===== src/rtl/gpio_bus_regs.sv =====
// Switch/LED GPIO register file on a valid/ready request/response bus; response one cycle
// after acceptance, one transaction in flight, requests stalled (req_ready low) until the response is taken.
module gpio_bus_regs #(
  parameter int          DATA_W   = 4,
  parameter logic [31:0] ID_VALUE = 32'h6770_0001
) (
  input  logic              clk,
  input  logic              rst,
  input  logic [DATA_W-1:0] sw_in,
  output logic [DATA_W-1:0] led_out,
  input  logic              req_valid,
  output logic              req_ready,
  input  logic              req_we,
  input  logic [2:0]        req_addr,
  input  logic [31:0]       req_wdata,
  output logic              rsp_valid,
  input  logic              rsp_ready,
  output logic [31:0]       rsp_rdata,
  output logic              rsp_err,
  output logic              irq
);

  typedef enum logic {IDLE, RESP} state_t;

  state_t            state;
  logic [DATA_W-1:0] sw_m, sw_s, sw_p;
  logic [DATA_W-1:0] irq_mask, irq_pend, edge_cfg;
  logic [DATA_W-1:0] sw_event, pend_clr;
  logic              accept, wr;
  logic [31:0]       rd_data;
  logic              unused_wdata;

  assign unused_wdata = ^req_wdata[31:DATA_W];

  assign accept = req_valid && (state == IDLE);
  assign wr     = accept && req_we;

  always_ff @(posedge clk or posedge rst) begin
    if (rst) begin
      sw_m <= '0;
      sw_s <= '0;
      sw_p <= '0;
    end else begin
      sw_m <= sw_in;
      sw_s <= sw_m;
      sw_p <= sw_s;
    end
  end

  assign sw_event = (sw_s & ~sw_p) | (~sw_s & sw_p & edge_cfg);
  assign pend_clr = (wr && req_addr == 3'd3) ? req_wdata[DATA_W-1:0] : '0;

  // A clear and a new event on the same bit in one cycle leave the bit set.
  always_ff @(posedge clk or posedge rst) begin
    if (rst) begin
      led_out  <= '0;
      irq_mask <= '0;
      edge_cfg <= '0;
      irq_pend <= '0;
      irq      <= 1'b0;
    end else begin
      if (wr && req_addr == 3'd1) led_out  <= req_wdata[DATA_W-1:0];
      if (wr && req_addr == 3'd2) irq_mask <= req_wdata[DATA_W-1:0];
      if (wr && req_addr == 3'd4) edge_cfg <= req_wdata[DATA_W-1:0];
      irq_pend <= (irq_pend & ~pend_clr) | sw_event;
      irq      <= |(irq_pend & irq_mask);
    end
  end

  // Pending read includes events landing on the acceptance edge.
  always_comb begin
    rd_data = '0;
    case (req_addr)
      3'd0:    rd_data = 32'(sw_s);
      3'd1:    rd_data = 32'(led_out);
      3'd2:    rd_data = 32'(irq_mask);
      3'd3:    rd_data = 32'(irq_pend | sw_event);
      3'd4:    rd_data = 32'(edge_cfg);
      3'd5:    rd_data = ID_VALUE;
      default: rd_data = '0;
    endcase
  end

  always_ff @(posedge clk or posedge rst) begin
    if (rst) begin
      state     <= IDLE;
      req_ready <= 1'b1;
      rsp_valid <= 1'b0;
      rsp_rdata <= '0;
      rsp_err   <= 1'b0;
    end else begin
      case (state)
        IDLE: begin
          if (req_valid) begin
            state     <= RESP;
            req_ready <= 1'b0;
            rsp_valid <= 1'b1;
            rsp_rdata <= req_we ? 32'd0 : rd_data;
            rsp_err   <= (req_addr >= 3'd6);
          end
        end
        RESP: begin
          if (rsp_ready) begin
            state     <= IDLE;
            req_ready <= 1'b1;
            rsp_valid <= 1'b0;
            rsp_rdata <= '0;
            rsp_err   <= 1'b0;
          end
        end
        default: begin
          state     <= IDLE;
          req_ready <= 1'b1;
          rsp_valid <= 1'b0;
        end
      endcase
    end
  end

endmodule


===== config.mk =====
export PLATFORM = sky130hd
export DESIGN_NAME = gpio_bus_regs
export DESIGN_NICKNAME = d
export VERILOG_FILES = /design/src/rtl/gpio_bus_regs.sv
export SDC_FILE = /design/constraint.sdc
export NUM_CORES = 1
export LEC_CHECK = 0
export CORE_MARGIN = 10
export CORE_UTILIZATION = 35
export CTS_CLUSTER_SIZE = 30
export DETAILED_ROUTE_END_ITERATION = 10
export HOLD_SLACK_MARGIN = 0.03
export PLACE_DENSITY = 0.78
export SETUP_SLACK_MARGIN = 0.02
export SLEW_MARGIN = 15
export SYNTH_ARGS = -nofsm -noshare
export SYNTH_HDL_FRONTEND = slang
export SYNTH_SLANG_ARGS = --single-unit

===== constraint.sdc =====
create_clock -name clk -period 2.3 [get_ports clk]
set_input_delay 0.46 -clock clk [delete_from_list [all_inputs] [get_ports clk]]
set_output_delay 0.46 -clock clk [all_outputs]
set_load 0.05 [all_outputs]

==> impl_metrics.py <==
metrics = {
    "yosys": {
        "synth_most_common_cell": "dfrtp_1",
        "synth.distinct_cells": 33,
        "synth_area_leader_cell": "dfrtp_1",
        "synth-compound-area-share": 0.1204,
        "synth_top_area_frac": 0.5003,
        "synthTopCellsByCount": "dfrtp_1 (37), buf_4 (27), inv_1 (10), nand2_1 (10)",
        "synth_top_family_by_area": "buffers and inverters",
        "synth_fa_ha_area_frac": 0,
        "async_flop_share": 1.000,
        "yosys_warnings": 0,
        "avgSynthCellArea_um2": 11.22,
        "ys_ff_latch": 38,
        "synthTopCellsByArea": "dfrtp_1 (50%), buf_4 (11%), mux2_2 (4.9%)",
        "synthXorXnorAreaFrac": 0,
        "netlist_area_um2": 1851,
        "synth_edf_count": 0,
        "ys_seq_area_frac": 0.5145,
        "synthMuxAreaShare": 0.08654,
        "synth_flop_cell": "dfrtp_1",
        "syn-instance-count": 165,
        "synthSimpleGateAreaFrac": 0.1291,
    },
    "clock_tree": {
        "cts_resized": 0,
        "post_cts_buffers": 0,
        "cts_hold_buf": 0,
        "clk_pin_slew_ns": 0.07,
        "clk_latency_ns": 0.29,
        "clkSinkCount": 38,
        "cts_made_buffers": 5,
        "cts.path.max_buffers": 2,
        "cts_tree": "built",
        "clock-root-buffer": "clkbuf_8",
        "cts.htree.levels": 2,
    },
    "die": {
        "core_area_um2": 5107,
        "die_area_um2": 8596,
        "die_h_um": 92.72,
        "die_w_um": 92.72,
        "num_io_pins": 84,
        "placementRows": 26,
        "initial_core_util": 0.3623,
    },
    "timing": {
        "timing.fmax_ghz": 0.4758,
        "hold_viol": 0,
        "fin_tns_setup_ns": 0,
        "finalMaxSlewViolations": 0,
        "min_period_over_period": 0.9137,
        "rsz0062_at_grt": "false",
        "finalClockSkew_ns": 0.004613,
        "setup_viol": 0,
        "max-slew-margin-rel": 0.6603,
        "period_needed_ns": 2.102,
        "worst_pin_slew_ns": 0.5080,
    },
    "power": {
        "share_comb_of_total_power": 0.293,
        "p_seq_frac": 0.465,
        "power.density_nw_per_um2": 789.7,
        "switching_share": 0.3501,
        "power.leakage_nw": 1.010,
        "peakVddDrop_mv": 0.3631,
        "internal_power_mw": 1.145,
        "power_mw": 1.762,
        "clkPwrFrac": 0.242,
        "p_sw_uw": 616.8,
    },
    "drt": {
        "wirelength_um": 3659,
        "wl_per_cell_um": 13.60,
        "vias_per_cell": 4.431,
        "drc": 0,
        "first_iter_violations": 71,
        "drtPass1Iterations": 4,
        "drtAntennaViolNets": 0,
        "routed-via-count": 1192,
    },
    "outcome": {
        "status": "finished, final reports clean",
    },
    "finish": {
        "drive_above_1_share": 0.1457,
        "diodes": 0,
        "area_growth_pct": 20.55,
        "nets": 243,
        "fillers": 510,
        "postLayoutCoreUtil": 0.4368,
    },
    "critical_path": {
        "path_delay_family": "buffers and inverters",
        "worstRegToRegCells": 4,
        "endpoint": "rsp_rdata[29]",
        "cp_cell_sequence": "clkdlybuf4s50_1",
        "cp_slowest_stage_delay_ns": 0.87,
        "crit_arrival_ns": 1.64,
        "critical_path_buf_inv_count": 1,
        "rrSetupSlack_ns": 0.72,
        "crit_fanout": 10,
        "r2r-start": "state$_DFF_PP0_",
        "worst_path_max_delay_cell": "clkdlybuf4s50_1",
        "worst-setup-path-type": "flop to output port",
        "crit_start": "rsp_rdata[29]$_DFFE_PP0P_",
        "regToRegEndpoint": "led_out[2]$_DFFE_PP0P_",
        "cp.required_ns": 1.84,
        "cp-end-kind": "output port",
        "worst_setup_path_start_kind": "flop",
        "cp.depth": 1,
    },
    "place": {
        "gp_congestion": 0.7954,
        "io_buffers": 35,
        "hpwlAfterDp_um": 2862,
    },
    "global_routing": {
        "grt_pass1_wl_um": 5996,
        "grt_overflow": 0,
        "antenna_found_initial": 0,
        "grt_max_degree": 39,
        "first_global_vias": 1253,
        "grt_use_total": 0.08740,
    },
    "flow_run": {
        "drv_cap": 0,
    },
    "worst_hold_path": {
        "worstHoldPathType": "flop to flop",
    },
}
## registers in the layout, summed over array words and instances, names as in the netlist
signal,flops
irq_mask,4
sw_s,4
state,1
irq,1
edge_cfg,4
rsp_valid,1
sw_m,4
req_ready,1
irq_pend,4
led_out,4
rsp_rdata,5
sw_p,4
rsp_err,1
## final cells by class
type	count	area, um2	area share
inverters	10	37.54	0.01683
flip-flops and latches	38	952.2	0.4268
clock buffers	7	76.32	0.03421
repair buffers	39	380.4	0.1705
well taps	70	87.58	0.03926
multi-input cells	105	696.9	0.3124
## kinds of logic after synthesis
group                  count (synthesis)
DFF                                   38
buffers and inverters                 41
muxes                                 15
AOI/OAI and AO/OA                     30
and+or+nand+nor                       40
other                                  1
## power by group through the flow
| stage | sequential [mW] | clock [mW] | combinational (mW) |
|---|---|---|---|
| 6_report | 0.819 | 0.427 | 0.516 |
| 5_1_grt | 0.831 | 0.473 | 0.551 |
| 4_1_cts | 0.820 | 0.446 | 0.521 |
| 3_5_place_dp | 0.832 | 0 | 0.520 |
| 3_3_place_gp | 0.829 | 0 | 0.513 |
| 2_1_floorplan | 0.950 | 0 | 0.272 |
## layer usage
metal  GRT usage  part of all wire
met4     0.03470             0.014
met2      0.1453              0.48
met1     0.09056              0.41
met5           0                 0
met3     0.04762             0.092
## placed cells by master, fill, tap and decap left out, types with 4 or more instances in the layout
cell type / instances
clkbuf_8: 5
nand2_2: 4
clkdlybuf4s50_1: 35
nor2b_1: 7
o21ai_2: 4
mux2_2: 8
conb_1: 20
inv_1: 10
nand2_1: 10
dfrtp_1: 37
a21oi_1: 4
buf_4: 4
mux2i_1: 7
nor2_1: 8
o21ai_0: 8
## worst min-delay path by stage
stage	to	depth (start not counted)	slack, ns	start
final	sw_s[2]$_DFF_PP0_	0	0.34	sw_m[2]$_DFF_PP0_
after global placement	sw_s[0]$_DFF_PP0_	0	0.33	sw_m[0]$_DFF_PP0_
after global routing	sw_s[0]$_DFF_PP0_	0	0.36	sw_m[0]$_DFF_PP0_
after CTS	sw_s[0]$_DFF_PP0_	0	0.35	sw_m[0]$_DFF_PP0_
after floorplan	sw_s[0]$_DFF_PP0_	0	0.33	sw_m[0]$_DFF_PP0_
after detailed placement	sw_s[0]$_DFF_PP0_	0	0.33	sw_m[0]$_DFF_PP0_
## through the flow
stage / instances / cell area, um2 / hold slack (ns) / worst slack, ns
detailed placement: 262 / 2155 / 0.3347 / 0.1984
CTS: 269 / 2231 / 0.3506 / 0.1688
finish: 269 / 2231 / 0.3446 / 0.1985
floorplan: 184 / 1922 / 0.3312 / 0.8097
global placement: 262 / 2155 / 0.3324 / 0.2566
global route: 269 / 2231 / 0.3574 / 0.1059
Note: power is estimated with default switching activity, not from simulation.
